**src/rtl/uart_pkg.sv**
```systemverilog
// rtl/uart_pkg.sv - shared UART FSM state type and limits; PARITY state exists only with UART_PARITY_EN
package uart_pkg;

    localparam int MIN_DIV       = 16;
    localparam int DATA_BITS_MAX = 9;

    typedef enum logic [2:0] {
        ST_IDLE  = 3'd0,
        ST_START = 3'd1,
        ST_DATA  = 3'd2,
`ifdef UART_PARITY_EN
        ST_PARITY = 3'd3,
`endif
        ST_STOP  = 3'd4
    } uart_state_e;

endpackage

```
**src/rtl/uart_baud_cnt.sv**
```systemverilog
// rtl/uart_baud_cnt.sv - loadable down-counter; tick flags the final cycle of a loaded interval
module uart_baud_cnt #(
    parameter int W = 16
) (
    input  logic         clk,
    input  logic         rst,
    input  logic         load_i,
    input  logic [W-1:0] load_val_i,
    output logic         tick_o
);

    logic [W-1:0] cnt_q, cnt_d;

    always_comb begin
        cnt_d = cnt_q;
        if (load_i) begin
            cnt_d = load_val_i;
        end else if (cnt_q != '0) begin
            cnt_d = cnt_q - W'(1);
        end
    end

    always_ff @(posedge clk) begin
        if (rst) cnt_q <= '0;
        else     cnt_q <= cnt_d;
    end

    // Loading N yields a tick N cycles later, so reloading on tick gives exact N-cycle bits.
    assign tick_o = (cnt_q == W'(1));

endmodule

```
**src/rtl/uart_core.sv**
```systemverilog
// rtl/uart_core.sv - UART transmitter and receiver with independent FSMs; parity bit added with UART_PARITY_EN
module uart_core
    import uart_pkg::*;
#(
    parameter int CLK_FREQ  = 50000000,
    parameter int BAUD      = 9600,
    parameter int DATA_BITS = 8,
    parameter int STOP_BITS = 1
`ifdef UART_PARITY_EN
    , parameter bit PARITY_ODD = 1'b0
`endif
) (
    input  logic                 clk,
    input  logic                 rst,
    input  logic [DATA_BITS-1:0] tx_data,
    input  logic                 tx_valid,
    output logic                 tx_ready,
    output logic                 uart_tx,
    input  logic                 uart_rx,
    output logic [DATA_BITS-1:0] rx_data,
    output logic                 rx_valid,
    output logic                 rx_frame_err,
    output logic                 rx_parity_err
);

    localparam int DIV_RAW = CLK_FREQ / BAUD;
    localparam int DIV     = (DIV_RAW < MIN_DIV) ? MIN_DIV : DIV_RAW;
    localparam int CW      = $clog2(DIV + 1);
    localparam int BW      = $clog2(DATA_BITS_MAX + 1);
    localparam logic [CW-1:0] DIV_FULL  = CW'(DIV);
    localparam logic [CW-1:0] DIV_HALF  = CW'(DIV / 2);
    localparam logic [BW-1:0] LAST_DATA = BW'(DATA_BITS - 1);
    localparam logic [BW-1:0] LAST_STOP = BW'(STOP_BITS - 1);

    uart_state_e          tx_state_q, tx_state_d;
    logic [DATA_BITS-1:0] tx_shift_q, tx_shift_d;
    logic [BW-1:0]        tx_bit_q, tx_bit_d;
    logic                 tx_line_q, tx_line_d;
    logic                 tx_ready_q, tx_load, tx_tick;
`ifdef UART_PARITY_EN
    logic                 tx_par_q, tx_par_d;
`endif

    uart_baud_cnt #(.W(CW)) u_tx_cnt (
        .clk        (clk),
        .rst        (rst),
        .load_i     (tx_load),
        .load_val_i (DIV_FULL),
        .tick_o     (tx_tick)
    );

    always_comb begin
        tx_state_d = tx_state_q;
        tx_shift_d = tx_shift_q;
        tx_bit_d   = tx_bit_q;
        tx_load    = 1'b0;
`ifdef UART_PARITY_EN
        tx_par_d   = tx_par_q;
`endif
        case (tx_state_q)
            ST_IDLE: if (tx_valid && tx_ready_q) begin
                tx_state_d = ST_START;
                tx_shift_d = tx_data;
                tx_load    = 1'b1;
`ifdef UART_PARITY_EN
                tx_par_d   = (^tx_data) ^ PARITY_ODD;
`endif
            end
            ST_START: if (tx_tick) begin
                tx_state_d = ST_DATA;
                tx_bit_d   = '0;
                tx_load    = 1'b1;
            end
            ST_DATA: if (tx_tick) begin
                tx_shift_d = tx_shift_q >> 1;
                tx_load    = 1'b1;
                if (tx_bit_q == LAST_DATA) begin
`ifdef UART_PARITY_EN
                    tx_state_d = ST_PARITY;
`else
                    tx_state_d = ST_STOP;
                    tx_bit_d   = '0;
`endif
                end else begin
                    tx_bit_d = tx_bit_q + BW'(1);
                end
            end
`ifdef UART_PARITY_EN
            ST_PARITY: if (tx_tick) begin
                tx_state_d = ST_STOP;
                tx_bit_d   = '0;
                tx_load    = 1'b1;
            end
`endif
            ST_STOP: if (tx_tick) begin
                if (tx_bit_q == LAST_STOP) begin
                    tx_state_d = ST_IDLE;
                end else begin
                    tx_bit_d = tx_bit_q + BW'(1);
                    tx_load  = 1'b1;
                end
            end
            default: tx_state_d = ST_IDLE;
        endcase

        // Line level is registered from next state so uart_tx never glitches.
        case (tx_state_d)
            ST_START:  tx_line_d = 1'b0;
            ST_DATA:   tx_line_d = tx_shift_d[0];
`ifdef UART_PARITY_EN
            ST_PARITY: tx_line_d = tx_par_d;
`endif
            default:   tx_line_d = 1'b1;
        endcase
    end

    always_ff @(posedge clk) begin
        if (rst) begin
            tx_state_q <= ST_IDLE;
            tx_shift_q <= '0;
            tx_bit_q   <= '0;
            tx_line_q  <= 1'b1;
            tx_ready_q <= 1'b0;
`ifdef UART_PARITY_EN
            tx_par_q   <= 1'b0;
`endif
        end else begin
            tx_state_q <= tx_state_d;
            tx_shift_q <= tx_shift_d;
            tx_bit_q   <= tx_bit_d;
            tx_line_q  <= tx_line_d;
            tx_ready_q <= (tx_state_d == ST_IDLE);
`ifdef UART_PARITY_EN
            tx_par_q   <= tx_par_d;
`endif
        end
    end

    assign tx_ready = tx_ready_q;
    assign uart_tx  = tx_line_q;

    uart_state_e          rx_state_q, rx_state_d;
    logic [DATA_BITS-1:0] rx_shift_q, rx_shift_d;
    logic [DATA_BITS-1:0] rx_data_q, rx_data_d;
    logic [BW-1:0]        rx_bit_q, rx_bit_d;
    logic                 rx_s1_q, rx_s2_q, rx_prev_q;
    logic                 rx_valid_q, rx_valid_d, rx_ferr_q, rx_ferr_d;
    logic                 rx_load, rx_tick;
    logic [CW-1:0]        rx_load_val;
`ifdef UART_PARITY_EN
    logic                 rx_par_bad_q, rx_par_bad_d, rx_perr_q, rx_perr_d;
`endif

    uart_baud_cnt #(.W(CW)) u_rx_cnt (
        .clk        (clk),
        .rst        (rst),
        .load_i     (rx_load),
        .load_val_i (rx_load_val),
        .tick_o     (rx_tick)
    );

    always_comb begin
        rx_state_d  = rx_state_q;
        rx_shift_d  = rx_shift_q;
        rx_data_d   = rx_data_q;
        rx_bit_d    = rx_bit_q;
        rx_valid_d  = 1'b0;
        rx_ferr_d   = rx_ferr_q;
        rx_load     = 1'b0;
        rx_load_val = DIV_FULL;
`ifdef UART_PARITY_EN
        rx_par_bad_d = rx_par_bad_q;
        rx_perr_d    = rx_perr_q;
`endif
        case (rx_state_q)
            // Only a falling edge arms RX, so a held-low break line cannot retrigger.
            ST_IDLE: if (rx_prev_q && !rx_s2_q) begin
                rx_state_d  = ST_START;
                rx_load     = 1'b1;
                rx_load_val = DIV_HALF;
            end
            ST_START: if (rx_tick) begin
                if (!rx_s2_q) begin
                    rx_state_d = ST_DATA;
                    rx_bit_d   = '0;
                    rx_load    = 1'b1;
                end else begin
                    rx_state_d = ST_IDLE;
                end
            end
            ST_DATA: if (rx_tick) begin
                rx_shift_d = {rx_s2_q, rx_shift_q[DATA_BITS-1:1]};
                rx_load    = 1'b1;
                if (rx_bit_q == LAST_DATA) begin
`ifdef UART_PARITY_EN
                    rx_state_d = ST_PARITY;
`else
                    rx_state_d = ST_STOP;
`endif
                end else begin
                    rx_bit_d = rx_bit_q + BW'(1);
                end
            end
`ifdef UART_PARITY_EN
            ST_PARITY: if (rx_tick) begin
                rx_par_bad_d = rx_s2_q ^ (^rx_shift_q) ^ PARITY_ODD;
                rx_state_d   = ST_STOP;
                rx_load      = 1'b1;
            end
`endif
            ST_STOP: if (rx_tick) begin
                rx_state_d = ST_IDLE;
                rx_valid_d = 1'b1;
                rx_data_d  = rx_shift_q;
                rx_ferr_d  = !rx_s2_q;
`ifdef UART_PARITY_EN
                rx_perr_d  = rx_par_bad_q;
`endif
            end
            default: rx_state_d = ST_IDLE;
        endcase
    end

    always_ff @(posedge clk) begin
        if (rst) begin
            rx_s1_q    <= 1'b1;
            rx_s2_q    <= 1'b1;
            rx_prev_q  <= 1'b1;
            rx_state_q <= ST_IDLE;
            rx_shift_q <= '0;
            rx_data_q  <= '0;
            rx_bit_q   <= '0;
            rx_valid_q <= 1'b0;
            rx_ferr_q  <= 1'b0;
`ifdef UART_PARITY_EN
            rx_par_bad_q <= 1'b0;
            rx_perr_q    <= 1'b0;
`endif
        end else begin
            rx_s1_q    <= uart_rx;
            rx_s2_q    <= rx_s1_q;
            rx_prev_q  <= rx_s2_q;
            rx_state_q <= rx_state_d;
            rx_shift_q <= rx_shift_d;
            rx_data_q  <= rx_data_d;
            rx_bit_q   <= rx_bit_d;
            rx_valid_q <= rx_valid_d;
            rx_ferr_q  <= rx_ferr_d;
`ifdef UART_PARITY_EN
            rx_par_bad_q <= rx_par_bad_d;
            rx_perr_q    <= rx_perr_d;
`endif
        end
    end

    assign rx_data      = rx_data_q;
    assign rx_valid     = rx_valid_q;
    assign rx_frame_err = rx_ferr_q;
`ifdef UART_PARITY_EN
    assign rx_parity_err = rx_perr_q;
`else
    assign rx_parity_err = 1'b0;
`endif

endmodule

```
**config.mk**
```make
export PLATFORM = sky130hd
export DESIGN_NAME = uart_core
export DESIGN_NICKNAME = d
export VERILOG_FILES = /design/src/rtl/uart_pkg.sv /design/src/rtl/uart_baud_cnt.sv /design/src/rtl/uart_core.sv
export SDC_FILE = /design/constraint.sdc
export NUM_CORES = 1
export LEC_CHECK = 0
export ABC_CLOCK_PERIOD_IN_PS = 5300
export BUFFER_PORTS_ARGS = -buffer_cell sky130_fd_sc_hd__buf_2
export CAP_MARGIN = 20
export CORE_MARGIN = 2
export CORE_UTILIZATION = 60
export DETAILED_ROUTE_END_ITERATION = 7
export PLACE_DENSITY = 0.79
export SLEW_MARGIN = 20
export SYNTH_ARGS = -nofsm -noshare
export SYNTH_HDL_FRONTEND = slang
export SYNTH_SLANG_ARGS = --single-unit
```
**constraint.sdc**
```tcl
create_clock -name clk -period 5.3 [get_ports clk]
set_clock_uncertainty 0.05 [all_clocks]
set_input_delay 0.53 -clock clk [delete_from_list [all_inputs] [get_ports clk]]
set_output_delay 0.53 -clock clk [all_outputs]
set_load 0.01 [all_outputs]
```
==> tab_implementation.tex <==
\begin{tabular}{lr}
\hline
Metric & Value \\
\hline
\multicolumn{2}{l}{\textbf{Clock network}} \\
Post-CTS Hold Buffers & 0 \\
Clock latency reported for the late side of the worst-skew pair & 0.35 ns \\
Setup bufs post-CTS & 0 \\
Post-CTS Resized & 0 \\
H-tree level count & 3 \\
TritonCTS Sinks & 71 \\
Clock-pin slew reported for the worst setup and hold paths after clock tree synthesis & 0.07 ns \\
TritonCTS Buffers & 9 \\
Maximum count of clock buffers along a single path & 2 \\
Root cell of the clock tree & clkbuf\_8 \\
CTS tree & built \\
\multicolumn{2}{l}{\textbf{STA}} \\
Final number of max-transition violations & 0 \\
RSZ-0062 raised after global routing & no \\
Hold Violations, Final & 0 \\
Transition time of the tightest slew-check pin & 1.05 ns \\
Number of endpoints failing setup at the final stage & 0 \\
Crit share post-route & 43.1\% \\
Maximum frequency from static timing analysis & 438 MHz \\
Final critical delay including setup and external delays & 2.28 ns \\
Worst slew margin relative to its limit & 30.2\% \\
Aggregate negative setup slack & 0 ns \\
\multicolumn{2}{l}{\textbf{Pwr}} \\
Portion of total power attributed to combinational logic & 39.7\% \\
VDD IR-drop max & 0.378 mV \\
Static leakage & 1.35 nW \\
Internal power & 0.00114 W \\
Switching share of power & 40.2\% \\
Total power draw & 0.00191 W \\
Seq pwr share & 40.2\% \\
Net Sw Power & 0.000768 W \\
Proportion of power drawn by the clock network & 20.1\% \\
Pwr per Cell Area & 514 nW/um\^{}2 \\
\multicolumn{2}{l}{\textbf{Die}} \\
Die extent in x & 79.4 um \\
Initial core utilization & 61.9\% \\
Die Height & 79.4 um \\
Core region area & 5510 um\^{}2 \\
Number of placed I/O pins & 25 \\
FP Rows & 27 \\
Die footprint & 6300 um\^{}2 \\
\multicolumn{2}{l}{\textbf{Synthesis}} \\
Flip-flop and latch count after synthesis & 71 \\
Total number of yosys warnings & 0 \\
Async set-or-reset flop fraction in the synthesized netlist & 0\% \\
Count of flip-flops with a built-in enable after synthesis & 0 \\
Fraction of the yosys area taken by sequential cells & 41.7\% \\
Cell count after synthesis & 372 \\
Top flip-flop cell by instance count after synthesis & dfxtp\_1 \\
Post-synthesis instance area & 3410 um\^{}2 \\
Synthesized area per cell & 9.17 um\^{}2 \\
Syn Nets & 393 \\
Netlist cell types & 59 \\
\multicolumn{2}{l}{\textbf{GRT}} \\
Vias in the first global route & 2465 \\
Initial antenna violation count & 0 \\
Wire length of the first global-routing pass & 10900 um \\
Global-route total usage across every layer & 21.9\% \\
Gr ovfl total & 0 \\
Maximum number of pins on one net before global-route repair & 63 \\
\multicolumn{2}{l}{\textbf{Worst setup path}} \\
Top fanout value on the critical path & 11 \\
Required @ worst endpoint & 5.47 ns \\
Classification of the worst setup path & reg2reg \\
CP Launch Type & register \\
Arr. time, crit path & 2.46 ns \\
Sort of element at the end of the critical path & register \\
\multicolumn{2}{l}{\textbf{Finish}} \\
Number of antenna cells inserted & 0 \\
Leading cell types in the layout, fill and taps excluded & dfxtp\_1, nor2\_1, a21oi\_1, buf\_2, nand2\_1 \\
Design area & 3720 um\^{}2 \\
Area Growth Syn to Fin & 9.13\% \\
Register Area & 1420 um\^{}2 \\
Multi-input gate area in the final layout & 1880 um\^{}2 \\
Most frequent standard cell in the layout excluding fill and tap cells & dfxtp\_1 \\
Number of standard cells in the layout, taps in and fillers out & 468 \\
Final layout net count & 413 \\
Proportion of layout cells with a drive suffix above 1 & 16.2\% \\
Total of fill cells in the finished design & 443 \\
\multicolumn{2}{l}{\textbf{Place}} \\
Placed inst area & 3550 um\^{}2 \\
Post-DP HPWL & 4460 um \\
Port Buffers & 23 \\
Last weighted congestion value of the routability-driven placer & 0.873 \\
Cell count after placement & 453 \\
\multicolumn{2}{l}{\textbf{Detailed routing}} \\
Post-route antenna net violation count & 0 \\
Drt first-iter violations & 124 \\
Number of vias after detailed routing & 2665 \\
Via density per instance & 5.69 \\
Total wire length & 6450 um \\
Count of unresolved DRC violations after routing & 0 \\
Routed WL per cell & 13.8 um \\
Drt pass-1 iters & 4 \\
\multicolumn{2}{l}{\textbf{Run status}} \\
Run status & finished clean \\
\multicolumn{2}{l}{\textbf{Flow run}} \\
Reported max-cap violation count & 0 \\
\multicolumn{2}{l}{\textbf{Hold path}} \\
Worst min-delay path category & in2reg \\
\hline
\end{tabular}
-- power groups by stage --
stage                     clock, W  sequential, W  combinational (W)
after floorplan                  0       0.000751           0.000636
after global placement           0       0.000775           0.000732
after detailed placement         0       0.000779           0.000751
after CTS                 0.000393       0.000768           0.000757
after global routing      0.000412       0.000787           0.000846
final                     0.000384       0.000770           0.000759
-- final timing paths --
check                                  startpoint      end  slack [ns]  depth (start not counted)
worst max-delay path            u_tx_cnt.cnt_q[0]  uart_tx        3.02                          6
worst min-delay path                      uart_rx  rx_s1_q        0.33                          2
worst min register to register            rx_s1_q  rx_s2_q        0.37                          1
worst max register to register  u_tx_cnt.cnt_q[0]  uart_tx        3.02                          6
-- stage by stage --
| step | worst slack (ns) | hold WS (ns) | util (%) |
|---|---|---|---|
| after CTS | 3.03 | 0.320 | 67.6 |
| after global placement | 3.12 | 0.347 | 64.5 |
| final | 3.02 | 0.329 | 67.6 |
| after global routing | 2.89 | 0.323 | 67.6 |
| after detailed placement | 3.06 | 0.372 | 64.5 |
| after floorplan | 3.29 | 0.339 | - |
-- per-layer routing --
metal	part of all wire, %	track usage [%]	vias to the layer above
li1	-	-	1381
met1	48	27.8	1222
met2	47	35.6	54
met3	3.2	4.07	8
met4	1.6	10.9	0
met5	0	0	-
-- final cells by class --
class	instances	area share, %
inverter	8	0.807
timing repair buffer	25	3.50
tap	72	2.42
clock inverter	5	0.908
clock buffer	10	3.70
multi-input combinational	277	50.5
sequential	71	38.2
-- sequential cells by signal, summed over array words and instances (netlist names) --
signal,count
rx_bit_q,4
rx_data,8
rx_frame_err,1
rx_prev_q,1
rx_s1_q,1
rx_s2_q,1
rx_shift_q,8
rx_state_q,3
rx_valid,1
tx_bit_q,4
tx_ready,1
tx_shift_q,8
tx_state_q,3
u_rx_cnt.cnt_q,13
u_tx_cnt.cnt_q,13
uart_tx,1
-- synth_stat cells (all sizes together), types with 2 or more instances --
library cell / count / area share (%)
dfxtp: 71 / 42
nor2: 49 / 5.4
a21oi: 29 / 4.3
nand2: 21 / 2.6
mux2i: 18 / 5.3
nor3: 13 / 2.2
clkbuf: 11 / 1.2
nand3: 11 / 1.8
xor2: 10 / 2.6
a22oi: 9 / 2.0
ha: 9 / 3.3
inv: 8 / 0.88
nor4: 8 / 2.5
xnor2: 8 / 2.1
a31oi: 7 / 1.7
nand3b: 7 / 1.5
a211oi: 6 / 1.3
nand4: 6 / 1.3
or3: 6 / 1.2
or3b: 6 / 1.5
buf: 5 / 1.1
nand2b: 5 / 0.92
nor2b: 5 / 0.92
nor3b: 5 / 1.1
or2: 4 / 0.73
a2111oi: 3 / 1.3
o21ai: 3 / 0.44
o31ai: 3 / 0.66
or4: 3 / 0.66
and3: 2 / 0.37
and3b: 2 / 0.51
and4: 2 / 0.51
nand4b: 2 / 0.51
nor4b: 2 / 0.51
o21bai: 2 / 0.44
-- cells by family after synthesis --
| logic type | share of synthesized area, % |
|---|---|
| muxes | 5.28 |
| other | 0.110 |
| DFF | 41.7 |
| and+or+nand+nor | 28.3 |
| adders and majority gates | 3.30 |
| buffers and inverters | 3.23 |
| AOI/OAI and AO/OA | 13.5 |
| xor gates and xnor gates | 4.62 |
-- critical path, cell delays in order (launching register included) --
cell      delay (ns)
dfxtp_1         0.42
ha_1            0.24
and4bb_2        0.22
and4_1          0.45
mux2i_1         0.25
a21oi_1         0.09
or3b_2          0.45
No activity file was read; power rests on OpenSTA's default activity.
